### config.mk
export PLATFORM = sky130hd
export DESIGN_NAME = multicycle_ctrl
export DESIGN_NICKNAME = d
export VERILOG_FILES = /design/src/rtl/multicycle_ctrl.sv
export SDC_FILE = /design/constraint.sdc
export NUM_CORES = 1
export LEC_CHECK = 0
export BUFFER_PORTS_ARGS = -buffer_cell sky130_fd_sc_hd__buf_2
export CAP_MARGIN = 40
export CORE_ASPECT_RATIO = 0.8
export CORE_MARGIN = 10
export CORE_UTILIZATION = 46
export DETAILED_ROUTE_END_ITERATION = 16
export GPL_TIMING_DRIVEN = 0
export PLACE_DENSITY = 0.76
export SLEW_MARGIN = 30
export SYNTH_ARGS = -nofsm -noshare
export SYNTH_HDL_FRONTEND = slang
export SYNTH_SLANG_ARGS = --single-unit
### constraint.sdc
create_clock -name clk -period 1.9 [get_ports clk]
set_clock_uncertainty 0.2 [all_clocks]
set_input_delay 0.38 -clock clk [delete_from_list [all_inputs] [get_ports clk]]
set_output_delay 0.38 -clock clk [all_outputs]
set_load 0.05 [all_outputs]
### src/rtl/multicycle_ctrl.sv
// rtl/multicycle_ctrl.sv - sequencing FSM for the multicycle MIPS core with a shared memory port
module multicycle_ctrl (
  input  logic       clk,
  input  logic       reset,
  input  logic [5:0] op,
  input  logic [5:0] funct,
  input  logic       zero,
  input  logic       memready,
  output logic       pcen,
  output logic       irwrite,
  output logic       iord,
  output logic       memwrite,
  output logic       regwrite,
  output logic [1:0] regdst,
  output logic [1:0] memtoreg,
  output logic       alusrca,
  output logic [1:0] alusrcb,
  output logic [1:0] pcsrc,
  output logic [2:0] alucontrol,
  output logic       signext,
  output logic       shiftl16,
  output logic       illegal,
  output logic [3:0] state
);

  localparam logic [5:0] OP_R     = 6'b000000;
  localparam logic [5:0] OP_J     = 6'b000010;
  localparam logic [5:0] OP_JAL   = 6'b000011;
  localparam logic [5:0] OP_BEQ   = 6'b000100;
  localparam logic [5:0] OP_BNE   = 6'b000101;
  localparam logic [5:0] OP_ADDI  = 6'b001000;
  localparam logic [5:0] OP_ADDIU = 6'b001001;
  localparam logic [5:0] OP_ORI   = 6'b001101;
  localparam logic [5:0] OP_LUI   = 6'b001111;
  localparam logic [5:0] OP_LW    = 6'b100011;
  localparam logic [5:0] OP_SW    = 6'b101011;
  localparam logic [5:0] F_JR     = 6'b001000;

  typedef enum logic [3:0] {
    FETCH   = 4'd0,
    DECODE  = 4'd1,
    MEMADR  = 4'd2,
    MEMRD   = 4'd3,
    MEMWB   = 4'd4,
    MEMWR   = 4'd5,
    RTYPEEX = 4'd6,
    RTYPEWB = 4'd7,
    BRANCH  = 4'd8,
    IMMEX   = 4'd9,
    IMMWB   = 4'd10,
    JUMP    = 4'd11,
    JALST   = 4'd12,
    JRST    = 4'd13
  } state_t;

  state_t     state_q, state_d;
  logic       rfunct_ok;
  logic [2:0] rfunct_alu;

  always_ff @(posedge clk) begin
    if (reset) state_q <= FETCH;
    else       state_q <= state_d;
  end

  assign state = state_q;

  // ALU operation for the supported R-type functs; JR is handled separately
  always_comb begin
    rfunct_ok  = 1'b1;
    rfunct_alu = 3'b010;
    case (funct)
      6'b100000, 6'b100001: rfunct_alu = 3'b010;
      6'b100010, 6'b100011: rfunct_alu = 3'b110;
      6'b100100:            rfunct_alu = 3'b000;
      6'b100101:            rfunct_alu = 3'b001;
      6'b101010, 6'b101011: rfunct_alu = 3'b111;
      default:              rfunct_ok  = 1'b0;
    endcase
  end

  always_comb begin
    state_d    = FETCH;
    pcen       = 1'b0;
    irwrite    = 1'b0;
    iord       = 1'b0;
    memwrite   = 1'b0;
    regwrite   = 1'b0;
    regdst     = 2'b00;
    memtoreg   = 2'b00;
    alusrca    = 1'b0;
    alusrcb    = 2'b00;
    pcsrc      = 2'b00;
    alucontrol = 3'b010;
    signext    = 1'b0;
    shiftl16   = 1'b0;
    illegal    = 1'b0;

    case (state_q)
      FETCH: begin
        alusrcb = 2'b01;
        irwrite = memready;
        pcen    = memready;
        state_d = memready ? DECODE : FETCH;
      end
      DECODE: begin
        alusrcb = 2'b11;
        signext = 1'b1;
        case (op)
          OP_LW, OP_SW:     state_d = MEMADR;
          OP_R: begin
            if (funct == F_JR)  state_d = JRST;
            else if (rfunct_ok) state_d = RTYPEEX;
            else                illegal = 1'b1;
          end
          OP_BEQ, OP_BNE:   state_d = BRANCH;
          OP_ADDI, OP_ADDIU, OP_ORI, OP_LUI: state_d = IMMEX;
          OP_J:             state_d = JUMP;
          OP_JAL:           state_d = JALST;
          default:          illegal = 1'b1;
        endcase
      end
      MEMADR: begin
        alusrca = 1'b1;
        alusrcb = 2'b10;
        signext = 1'b1;
        state_d = (op == OP_LW) ? MEMRD : MEMWR;
      end
      MEMRD: begin
        iord    = 1'b1;
        state_d = memready ? MEMWB : MEMRD;
      end
      MEMWB: begin
        regwrite = 1'b1;
        memtoreg = 2'b01;
      end
      // the strobe stays up across wait cycles
      MEMWR: begin
        iord     = 1'b1;
        memwrite = 1'b1;
        state_d  = memready ? FETCH : MEMWR;
      end
      RTYPEEX: begin
        alusrca    = 1'b1;
        alucontrol = rfunct_alu;
        state_d    = RTYPEWB;
      end
      RTYPEWB: begin
        regwrite = 1'b1;
        regdst   = 2'b01;
      end
      BRANCH: begin
        alusrca    = 1'b1;
        alucontrol = 3'b110;
        pcsrc      = 2'b01;
        pcen       = (op == OP_BEQ) ? zero : ~zero;
      end
      IMMEX: begin
        alusrca = 1'b1;
        alusrcb = 2'b10;
        state_d = IMMWB;
        case (op)
          OP_ORI:  alucontrol = 3'b001;
          OP_LUI:  shiftl16   = 1'b1;
          default: signext    = 1'b1;
        endcase
      end
      IMMWB:   regwrite = 1'b1;
      JUMP: begin
        pcsrc = 2'b10;
        pcen  = 1'b1;
      end
      // $31 takes the PC, which already holds PC+4 from FETCH
      JALST: begin
        pcsrc    = 2'b10;
        pcen     = 1'b1;
        regwrite = 1'b1;
        regdst   = 2'b10;
        memtoreg = 2'b10;
      end
      JRST: begin
        pcsrc = 2'b11;
        pcen  = 1'b1;
      end
      default: state_d = FETCH;
    endcase

    if (reset) begin
      pcen     = 1'b0;
      irwrite  = 1'b0;
      memwrite = 1'b0;
      regwrite = 1'b0;
      illegal  = 1'b0;
    end
  end

endmodule
==> impl_results.md, run 1 <==
* Setup bufs post-CTS at 18
* Placed Area at 1394 sq um
* Synthesized Nets at 148
* Synthesized instance count at 132
* Post-synth design cell area at between 800 and 900 sq um
* Status: stopped before the end
* Most frequent cell after synthesis: nor2_1
* Max Root-Sink Buffers at 2
* Port buffer count at 38
* Synth unique cells at 44
* H-tree Lvls at 1
* Initial Util at 0.5077
* Synth cell count leaders: nor2_1, a21oi_1, nor3_1, o21ai_0, nand2b_1
* Post-synth EDFFs at 0
* Rows at 13
* CTS buffer count at 3
* DIE HEIGHT at 58.83 um
* Hpwl dp at 2765 um
* Most used DFF post-synth: dfxtp_1
* Clk root buf: clkbuf_4
* Top cells by area, synth: nor2_1, dfxtp_1, a21oi_1, nor3_1, nor4_4
* PostCTS Resize Cnt at 88
* Yosys top cell area share at 0.09957
* Sequential area share after synthesis at 0.09235
* Asr flop ratio synth at 0
* Synth warnings at 0
* CTS Hold Bufs at 0
* Synth Register Bits at 4
* Tool error: [ERROR DPL-0038] Utilization greater than 100%, impossible to legalize
* Die W at 68.54 um
* Mean Syn Cell Area at 6.569 sq um
* Area leader, netlist: nor2_1
* Routability Congestion at approximately 0.8
* Last stage: clock tree synthesis (4_1_cts)
* I/O Pins at 40
* Clock Sinks at 4
[per-stage QoR]
stage,setup WS (ns),std cells,setup TNS (ns),utilization
floorplan,-0.2950,132,-1.865,-
global placement,-0.5367,192,-2.455,0.8161
detailed placement,-0.5498,192,-2.850,0.8161
[cell families after synthesis]
kind of cell	count (synthesis)	share of synthesized area
AOI/OAI and AO/OA	38	0.3031
buffers and inverters	17	0.09812
xor gates and xnor gates	2	0.02021
and+or+nand+nor	68	0.4502
muxes	3	0.03608
DFF	4	0.09236
==> inputs of run 2 (changes only) <==
Settings changed: CORE_AREA set to 10 10 71 73, CORE_ASPECT_RATIO 0.8 to not set, CORE_MARGIN 10 to not set, CORE_UTILIZATION 46 to not set, DIE_AREA set to 0 0 81 83, PLACE_DENSITY 0.76 to not set, PLACE_DENSITY_LB_ADDON set to 0.15.
==> run 2 against run 1 <==
  * The flow now finishes, with violations (negative setup slack)
  * Area after synthesis unchanged
  * Synthesized cell count did not move
==> impl_results.md, run 2 <==
* Hpwl dp at 2804 um (was 2765 um)
* M1 WL at 1493 um
* Synth warnings at 0 (unchanged)
* Most frequent cell after synthesis: nor2_1 (unchanged)
* Clock Sinks at 4 (unchanged)
* Clk root buf: clkbuf_8 (was clkbuf_4)
* Largest register FFs at 4
* Met3 routed WL at between 150 and 200 um
* Post-synth EDFFs at 0 (unchanged)
* CTS buffer count at 3 (unchanged)
* Layout cells sized above 1 at 0.7415
* Total wire length at about 4200 um
* Status: finished with violations (was stopped before the end)
* Layout Cells excl Fill at 253
* Failing checks: negative setup slack
* Vias in the first global route at 1,348
* Layout area overhead at 158.2%
* I/O Pins at 40 (unchanged)
* Synth cell count leaders: nor2_1, a21oi_1, nor3_1, o21ai_0, nand2b_1 (unchanged)
* Avg Vias per Cell at between 5 and 6
* Worst-margin pin slew at around 0.45 ns
* DR pass1 iterations at 4
* Worst setup margin at -0.2996 ns
* H-tree Lvls at 1 (unchanged)
* FMAX at 454.6 MHz
* Crit path required time at around 1.3 ns
* Top Layer Used: met4
* Final Power at 0.5546 mW
* Core area at 3633 sq um
* Crit end category: output port
* Asr flop ratio synth at 0 (unchanged)
* Placed cells at 218 (was 192)
* Area of the multi-input gates at 1175 sq um
* Final hold vios at 0
* Top cells by area, synth: nor2_1, dfxtp_1, a21oi_1, nor3_1, nor4_4 (unchanged)
* Final core occ at 0.6160
* Slew Viols, Final at 0
* DRT iter0 DRCs at 93
* Die area at 6723 sq um
* Final setup vio count at 15
* DR vias at 1,307
* Clock-pin slew on the worst setup and hold paths at 0.03 ns
* Routability Congestion at 0.8190 (was 0.8118)
* N_diodes at 0
* Pin count of the biggest net entering global routing at 11
* Worst path arrival time at 1.62 ns
* DIE HEIGHT at 83 um (was 58.83 um)
* Initial antenna violation count at 0
* Die W at 81 um (was 68.54 um)
* Initial Util at 0.2386 (was 0.5077)
* Post-synth design cell area at 867.1 sq um (unchanged)
* DR WL met2 at 2419 um
* Hold WC Path Type: in2reg
* Max Cap Viol at 0
* CTS tree: built
* Avg WL per Cell at 16.50 um
* Layout Nets at 223
* Relative slew margins at 0.6987
* Pwr/cell area at 247.8 nW/um^2
* Clock latency on the worst-skew pair at 0.21 ns
* Total gr overflow at 0
* Fin crit period at 2.200 ns
* Peak supply drop at 0.0001776 V
* Sequential cell area at 95.09 sq um
* Leakage at 0.8414 nW
* Max Root-Sink Buffers at 2 (unchanged)
* Final setup TNS at -1.616 ns
* Synthesized Nets at 148 (unchanged)
* Synthesized instance count at 132 (unchanged)
* Worst Path Max Fanout at 3
* Post-route clock period utilization at 1.158
* Port buffer count at 38 (unchanged)
* RSZ-0062 raised after global routing: yes
* Rows at 22 (was 13)
* Yosys top cell area share at 0.09957 (unchanged)
* Crit path kind: in2out
* Synth unique cells at 44 (unchanged)
* Most used DFF post-synth: dfxtp_1 (unchanged)
* Mean Syn Cell Area at 6.569 sq um (unchanged)
* Sequential area share after synthesis at 0.09235 (unchanged)
* Drt drc at 0
* Synth Register Bits at 4 (unchanged)
* Post-DRT Antenna Nets at 0
* Fill count at 298
* Area leader, netlist: nor2_1 (unchanged)
* Commonest non-fill, non-tap cells in the layout: buf_6, buf_4, buf_2, nor2_1, buf_8
* Setup WS pre-CTS at -0.5890 ns (was -0.5498 ns)
* First-pass GRT wire length at 6727 um
* Total track usage at 0.1203
* Startpoint types: primary input
## run 2: cell counts after synthesis
Identical to the previous run, type by type.
## run 2: where the power goes
part / switching, mW / internal (mW)
combinational: 0.163 / 0.133
clock: 0.0363 / 0.134
sequential: 0.00536 / 0.0822
## run 2: stage by stage
step / hold WS (ns) / cell area [sq um]
6_report: 0.3338 / 2238
5_1_grt: 0.3369 / 2238
4_1_cts: 0.3341 / 2079
3_5_place_dp: 0.5485 / 1426
3_3_place_gp: 0.5503 / 1426
2_1_floorplan: 0.3857 / 1176
## run 2: logic make-up (layout without fill, tap and decap cells)
family / count (synthesis) / count (layout) / synth area share
flip-flops: 4 / 4 / 0.09236
buffers and inverters: 17 / 90 / 0.09812
multiplexers: 3 / 3 / 0.03608
AND/OR/NAND/NOR: 68 / 68 / 0.4502
AO/OA/AOI/OAI: 38 / 38 / 0.3031
XOR/XNOR: 2 / 2 / 0.02021
## run 2: area by class of cell
type,instances,share of cell area
plain buffers,9,0.06819
clock buffers,3,0.01845
inverters,5,0.01118
multi-input cells,111,0.5249
flip-flops and latches,4,0.04248
well taps,48,0.02683
repair buffers,73,0.3080
## run 2: worst max-delay path, stage by stage
cell and delay, ns:
buf_8 0.10, clkbuf_16 0.14, a31oi_4 0.14, nor2_2 0.05, o311a_4 0.32, a311oi_4 0.28
buf_6 0.20
## run 2: timing repair
| action | CTS | global route |
|---|---|---|
| resized for setup | 106 | 31 |
| hold buffers | 0 | 0 |
| pin swaps | 22 | 17 |
| setup endpoints to repair | 19 | 20 |
| setup buffers | 30 | 9 |
## run 2: final timing paths
check                           start                  end  slack (ns)  cells after the start
hold / removal                  reset  state[0]$_SDFF_PP0_        0.33                      3
hold reg to reg   state[3]$_SDFF_PP0_  state[0]$_SDFF_PP0_        0.55                      4
setup / recovery                op[2]              illegal       -0.30                      7
setup reg to reg  state[2]$_SDFF_PP0_  state[1]$_SDFF_PP0_        0.09                      8
## run 2: routing by layer
metal,global-route usage,vias up
met3,0.01832,6
met5,0,-
met2,0.2320,37
met1,0.1258,622
met4,0.03443,0
li1,-,642
Power figures use the tool's default switching activity.
==> inputs of run 3 (changes only) <==
Clock period 1.9 ns to 1.79 ns, I/O delays scaled along.
==> run 3 against run 2 <==
  * The run still ends with negative setup slack left
  * First-iteration DRC count fell by 28%
  * Largest power group unchanged
  * Largest cell class unchanged
  * Sequential power up 6.1%
  * Design area grew 1.2%
  * Core utilization up 0.72 points
  * Hold slack got worse by 0.0017 ns
==> impl_results.md, run 3 (synthesis gave the netlist of run 2 again) <==
* Status: finished with violations (unchanged)
* Failing checks: negative setup slack (unchanged)
* Total wire length at 4233 um (was 4175 um)
* Area of the multi-input gates at 1184 sq um (was 1175 sq um)
* Peak supply drop at 0.0001784 V (was 0.0001776 V)
* Layout Nets at 231 (was 223)
* Post-route clock period utilization at 1.209
* Setup WS pre-CTS at -0.6591 ns (was -0.5890 ns)
* Most common cell after layout, fill and taps aside: buf_6
* Die W at 81 um (unchanged)
* Final setup vio count at 20 (was 15)
* Worst path arrival time at 1.61 ns (was 1.62 ns)
* Worst-margin pin slew at 0.4520 ns (was 0.4510 ns)
* Fill count at 305 (was 298)
* Placed Area at 1435 sq um (was 1426 sq um)
* Worst r2r src: state[1]$_SDFF_PP0_ (was state[2]$_SDFF_PP0_)
* DRT iter0 DRCs at 67 (was 93)
* Crit path kind: in2out (unchanged)
* Avg WL per Cell at 16.22 um (was 16.50 um)
* Largest register FFs at 4 (unchanged)
* R2r setup slk at -0.04 ns (was 0.09 ns)
* DR pass1 iterations at 4 (unchanged)
* Initial Util at 0.2386 (unchanged)
* Clock latency on the worst-skew pair at 0.21 ns (about the same)
* Vias in the first global route at 1,378 (was 1,348)
* Worst setup margin at -0.3745 ns (was -0.2996 ns)
* Hold Crit Depth at 3 (unchanged)
* Placed cells at 218 (unchanged)
* Pin count of the biggest net entering global routing at 11 (unchanged)
* FMAX at 462.0 MHz
* Port buffer count at 38 (unchanged)
* Hpwl dp at 2772 um (was 2804 um)
* Routability Congestion at 0.8049 (was 0.8190)
* Rows at 22 (unchanged)
* Post-DRT Antenna Nets at 0 (unchanged)
* H-tree Lvls at 1 (unchanged)
* CTS tree: built (unchanged)
* Initial antenna violation count at 0 (unchanged)
* Drt drc at 0 (unchanged)
* Relative slew margins at 0.6980 (was 0.6987)
* Clock-pin slew on the worst setup and hold paths at 0.03 ns (about the same)
* Die area at 6723 sq um (unchanged)
* FF-to-FF End: state[1]$_SDFF_PP0_ (unchanged)
* Slew Viols, Final at 0 (unchanged)
* Fin crit period at around 2.2 ns
* Core area at 3633 sq um (unchanged)
* Hold WC Path Type: in2reg (unchanged)
* Pwr/cell area at 255.4 nW/um^2 (was 247.8 nW/um^2)
* Max Root-Sink Buffers at 2 (unchanged)
* Final hold vios at 0 (unchanged)
* Crit end category: output port (unchanged)
* Leakage at 0.8905 nW (was 0.8414 nW)
* Commonest non-fill, non-tap cells in the layout: buf_6, buf_4, buf_2, nor2_1, buf_8 (unchanged)
* DR vias at 1,320 (was 1,307)
* DIE HEIGHT at 83 um (unchanged)
* Max Cap Viol at 0 (unchanged)
* Sequential cell area at 95.09 sq um (unchanged)
* Reg2Reg Depth at 6 (was 8)
* Total gr overflow at 0 (unchanged)
* Total track usage at 0.1216 (was 0.1203)
* Clk root buf: clkbuf_8 (unchanged)
* RSZ-0062 raised after global routing: yes (unchanged)
* Startpoint types: primary input (unchanged)
* Hold Path Sink: state[0]$_SDFF_PP0_ (unchanged)
* First-pass GRT wire length at 6893 um (was 6727 um)
* N_diodes at 0 (unchanged)
* Worst Path Max Fanout at 4 (was 3)
* Clock Sinks at 4 (unchanged)
* Layout area overhead at 161.2% (was 158.2%)
* I/O Pins at 40 (unchanged)
* HP Start: reset (unchanged)
* Final core occ at 0.6233 (was 0.6160)
* Layout cells sized above 1 at 0.7465 (was 0.7415)
* CTS buffer count at 3 (unchanged)
* Layout Cells excl Fill at 261 (was 253)
* CTS Hold Bufs at 0 (unchanged)
* Avg Vias per Cell at 5.057 (was 5.166)
* Crit path required time at 1.23 ns (was 1.32 ns)
* Final instance area at 2265 sq um (was 2238 sq um)
[run 3: cell type report]
cell class              instances  share of cell area
repair buffers                 82              0.3298
multi-input cells             111              0.5227
flip-flops and latches          4             0.04199
inverters                       5            0.009392
clock buffers                   3             0.01823
plain buffers                   8             0.05138
well taps                      48             0.02652
[run 3: what timing repair did]
item,in CTS,in global routing
endpoints found under the setup margin,23,23
pin swaps,18,22
resized for setup,100,36
cloned,0,0
buffers inserted,32,18
[run 3: critical path: stages]
cell       delay [ns]
buf_8            0.10
clkbuf_16        0.14
a31oi_4          0.14
nor2_2           0.05
o311a_4          0.33
a311oi_4         0.29
buf_6            0.20
[run 3: report_power, final]
part	switching [mW]	internal (mW)	leakage, nW
clock network	0.0394	0.143	0.0216
registers	0.00566	0.0873	0.0355
logic	0.170	0.133	0.833
[run 3: per-stage QoR]
step | hold WS [ns] | TNS (ns) | total power [mW]
after floorplan | 0.3637 | -3.014 | 0.2458
after global placement | 0.5279 | -4.360 | 0.3054
after detailed placement | 0.5372 | -4.523 | 0.3075
after CTS | 0.3280 | -3.315 | 0.5599
after global routing | 0.3528 | -4.298 | 0.6134
final | 0.3321 | -3.041 | 0.5785
[run 3: how the worst max path moves through the flow]
stage          startpoint            end  slack, ns  depth (start not counted)
2_1_floorplan       op[2]        illegal      -0.36                          5
3_3_place_gp        op[3]  alucontrol[0]      -0.61                          6
3_5_place_dp        op[3]  alucontrol[0]      -0.66                          6
4_1_cts             op[2]        illegal      -0.40                          7
5_1_grt             op[2]        illegal      -0.42                          8
6_report            op[2]        illegal      -0.37                          7
[run 3: layer usage]
metal  wire (um)  track usage  part of all wire
met2        2340       0.2248              0.55
met4          57      0.03443             0.013
met3         220      0.01293             0.052
met5           0            0                 0
met1        1615       0.1387              0.38
==> inputs of run 4 (changes only) <==
Settings changed: ABC_AREA set to 1.
==> run 4 against run 3 <==
  * The flow still finishes with violations (negative setup slack)
  * Via count shrank 15%
  * Critical path type is now reg2out
  * Combinational power shrank 27%
  * Global-route usage shrank 3.2 points
  * Maximum frequency grew 9.2%
  * Cell count shrank 3.1%
  * Routed wire length shrank 27%
  * Area after synthesis shrank 9.5%
  * Power shrank 13%
  * Hold slack gained 0.076 ns
  * Register-to-register slack gained 0.14 ns
  * Non-clock buffer count shrank 35
==> impl_results.md, run 4 <==
* Worst-margin pin slew at 0.2865 ns (was 0.4520 ns)
* Most frequent cell after synthesis: nand2_1 (was nor2_1)
* DR pass1 iterations at 4 (unchanged)
* Worst path arrival time at 1.42 ns (was 1.61 ns)
* Top cells by area, synth: nand2_1, nor2_1, dfxtp_1, inv_1, nand3_1 (was nor2_1, dfxtp_1, a21oi_1, nor3_1, nor4_4)
* Relative slew margins at 0.8090 (was 0.6980)
* Max Cap Viol at 0 (unchanged)
* DR vias at 1,121 (was 1,320)
* Post-DRT Antenna Nets at 0 (unchanged)
* Largest register FFs at 4 (unchanged)
* Synth cell count leaders: nand2_1, nor2_1, inv_1, nand3_1, inv_2 (was nor2_1, a21oi_1, nor3_1, o21ai_0, nand2b_1)
* DRT iter0 DRCs at 50 (was 67)
* Area of the multi-input gates at 842.1 sq um (was 1184 sq um)
* Total track usage at 0.08921 (was 0.1216)
* Avg Vias per Cell at 4.431 (was 5.057)
* Peak supply drop at 0.0001678 V (was 0.0001784 V)
* Clock Sinks at 4 (unchanged)
* Synthesized Nets at 163 (was 148)
* Crit path kind: reg2out (was in2out)
* Yosys top cell area share at 0.1483 (was 0.09957)
* Asr flop ratio synth at 0 (unchanged)
* Total wire length at 3074 um (was 4233 um)
* Hold WS at 0.4079 ns (was 0.3321 ns)
* Startpoint types: flop (was primary input)
* Mean Syn Cell Area at 5.337 sq um (was 6.569 sq um)
* Clk root buf: clkbuf_8 (unchanged)
* Final instance area at 1619 sq um (was 2265 sq um)
* Worst r2r src: state[2]$_SDFF_PP0_ (was state[1]$_SDFF_PP0_)
* Final setup vio count at 15 (was 20)
* Status: finished with violations (unchanged)
* Clock latency on the worst-skew pair at 0.21 ns (about the same)
* Placed cells at 233 (was 218)
* Placed Area at 1170 sq um (was 1435 sq um)
* Avg WL per Cell at 12.15 um (was 16.22 um)
* Post-route clock period utilization at 1.107 (was 1.209)
* Final Power at 0.5008 mW (was 0.5785 mW)
* Clock-pin slew on the worst setup and hold paths at 0.03 ns (about the same)
* Hpwl dp at 2470 um (was 2772 um)
* Layout area overhead at 106.4% (was 161.2%)
* Total gr overflow at 0 (unchanged)
* Crit path required time at 1.23 ns (about the same)
* Sequential area share after synthesis at 0.1021 (was 0.09235)
* Initial antenna violation count at 0 (unchanged)
* Commonest non-fill, non-tap cells in the layout: nand2_1, buf_2, inv_1, buf_6, nor2_1 (was buf_6, buf_4, buf_2, nor2_1, buf_8)
* Most used DFF post-synth: dfxtp_1 (unchanged)
* Layout cells sized above 1 at 0.5854 (was 0.7465)
* RSZ-0062 raised after global routing: yes (unchanged)
* First-pass GRT wire length at 4940 um (was 6893 um)
* Synth warnings at 0 (unchanged)
* Port buffer count at 38 (unchanged)
* Layout Nets at 223 (was 231)
* Max Root-Sink Buffers at 2 (unchanged)
* DIE HEIGHT at 83 um (unchanged)
* CTS Hold Bufs at 0 (unchanged)
* I/O Pins at 40 (unchanged)
* Most common cell after layout, fill and taps aside: nand2_1 (was buf_6)
* CTS buffer count at 3 (unchanged)
* Slew Viols, Final at 0 (unchanged)
* Rows at 22 (unchanged)
* Synth unique cells at 29 (was 44)
* Vias in the first global route at 1,120 (was 1,378)
* Core area at 3633 sq um (unchanged)
* Initial Util at 0.2159 (was 0.2386)
* Leakage at 0.7663 nW (was 0.8905 nW)
* Fill count at 370 (was 305)
* Die W at 81 um (unchanged)
* Failing checks: negative setup slack (unchanged)
* Routability Congestion at 0.8740 (was 0.8049)
* Post-synth design cell area at 784.5 sq um (was 867.1 sq um)
* CTS tree: built (unchanged)
* Hold WC Path Type: in2reg (unchanged)
* Crit end category: output port (unchanged)
* Pin count of the biggest net entering global routing at 9 (was 11)
* FMAX at 504.6 MHz (was 462.0 MHz)
* Die area at 6723 sq um (unchanged)
* HP Start: memready (was reset)
* Fin crit period at 1.982 ns (was 2.165 ns)
* N_diodes at 0 (unchanged)
* Worst Path Max Fanout at 7 (was 4)
* Sequential cell area at 95.09 sq um (unchanged)
* Area leader, netlist: nand2_1 (was nor2_1)
* Post-synth EDFFs at 0 (unchanged)
* Final hold vios at 0 (unchanged)
* Worst setup margin at -0.1918 ns (was -0.3745 ns)
* Synth Register Bits at 4 (unchanged)
* Drt drc at 0 (unchanged)
* Layout Cells excl Fill at 253 (was 261)
* Synthesized instance count at 147 (was 132)
* Pwr/cell area at 309.3 nW/um^2 (was 255.4 nW/um^2)
* Critical Path Start: state[2]$_SDFF_PP0_ (was op[2])
* H-tree Lvls at 1 (unchanged)
## run 4: path summary, 6_finish.rpt
path	to	depth (start not counted)	slack [ns]
max	pcen	7	-0.19
min	state[0]$_SDFF_PP0_	4	0.41
max reg2reg	state[1]$_SDFF_PP0_	10	0.10
min reg2reg	state[3]$_SDFF_PP0_	5	0.54
## run 4: timing repair
item | CTS | global route
setup endpoints to repair | 15 | 19
pin swaps | 8 | 14
setup buffers | 11 | 5
cloned | 1 | 0
gates resized for setup | 44 | 34
## run 4: area by class of cell
| cell class | count | share of cell area |
|---|---|---|
| Sequential cell | 4 | 0.05873 |
| Buffer | 1 | 0.006182 |
| Clock buffer | 3 | 0.02550 |
| Timing Repair Buffer | 54 | 0.2774 |
| Multi-Input combinational cell | 115 | 0.5201 |
| Inverter | 28 | 0.07496 |
| Tap cell | 48 | 0.03709 |
## run 4: logic make-up after synthesis
| group | count (synthesis) | share of synthesized area |
|---|---|---|
| buf+inv | 29 | 0.1499 |
| flops | 4 | 0.1021 |
| simple gates | 95 | 0.6109 |
| compound gates | 19 | 0.1372 |
## run 4: metrics by stage
step,worst slack [ns],utilization,setup TNS [ns]
after floorplan,-0.2604,-,-0.8001
after global placement,-0.3040,0.3220,-1.080
after detailed placement,-0.3062,0.3220,-1.120
after CTS,-0.2254,0.3984,-1.698
after global routing,-0.2807,0.4456,-2.633
final,-0.1918,0.4456,-1.476
## run 4: power breakdown
part	switching (mW)	internal (mW)	total, mW	leakage (nW)
combinational	0.142	0.0795	0.221	0.709
sequential	0.00641	0.0876	0.0940	0.0355
clock	0.0426	0.143	0.186	0.0216
## run 4: routing by layer
metal  vias up  track usage  routed length [um]
met5         -            0                   0
met1       496       0.1017                1258
met3         2      0.01940                 217
met2        25       0.1549                1577
met4         0      0.03286                  20
li1        598            -                   -
## run 4: critical path, stage by stage (launching register included)
cell and delay [ns]:
dfxtp_4 0.38, nor2_4 0.13, inv_2 0.06, buf_4 0.13, o22ai_4 0.12, nor2_2 0.07, a21oi_4 0.14, buf_6 0.17
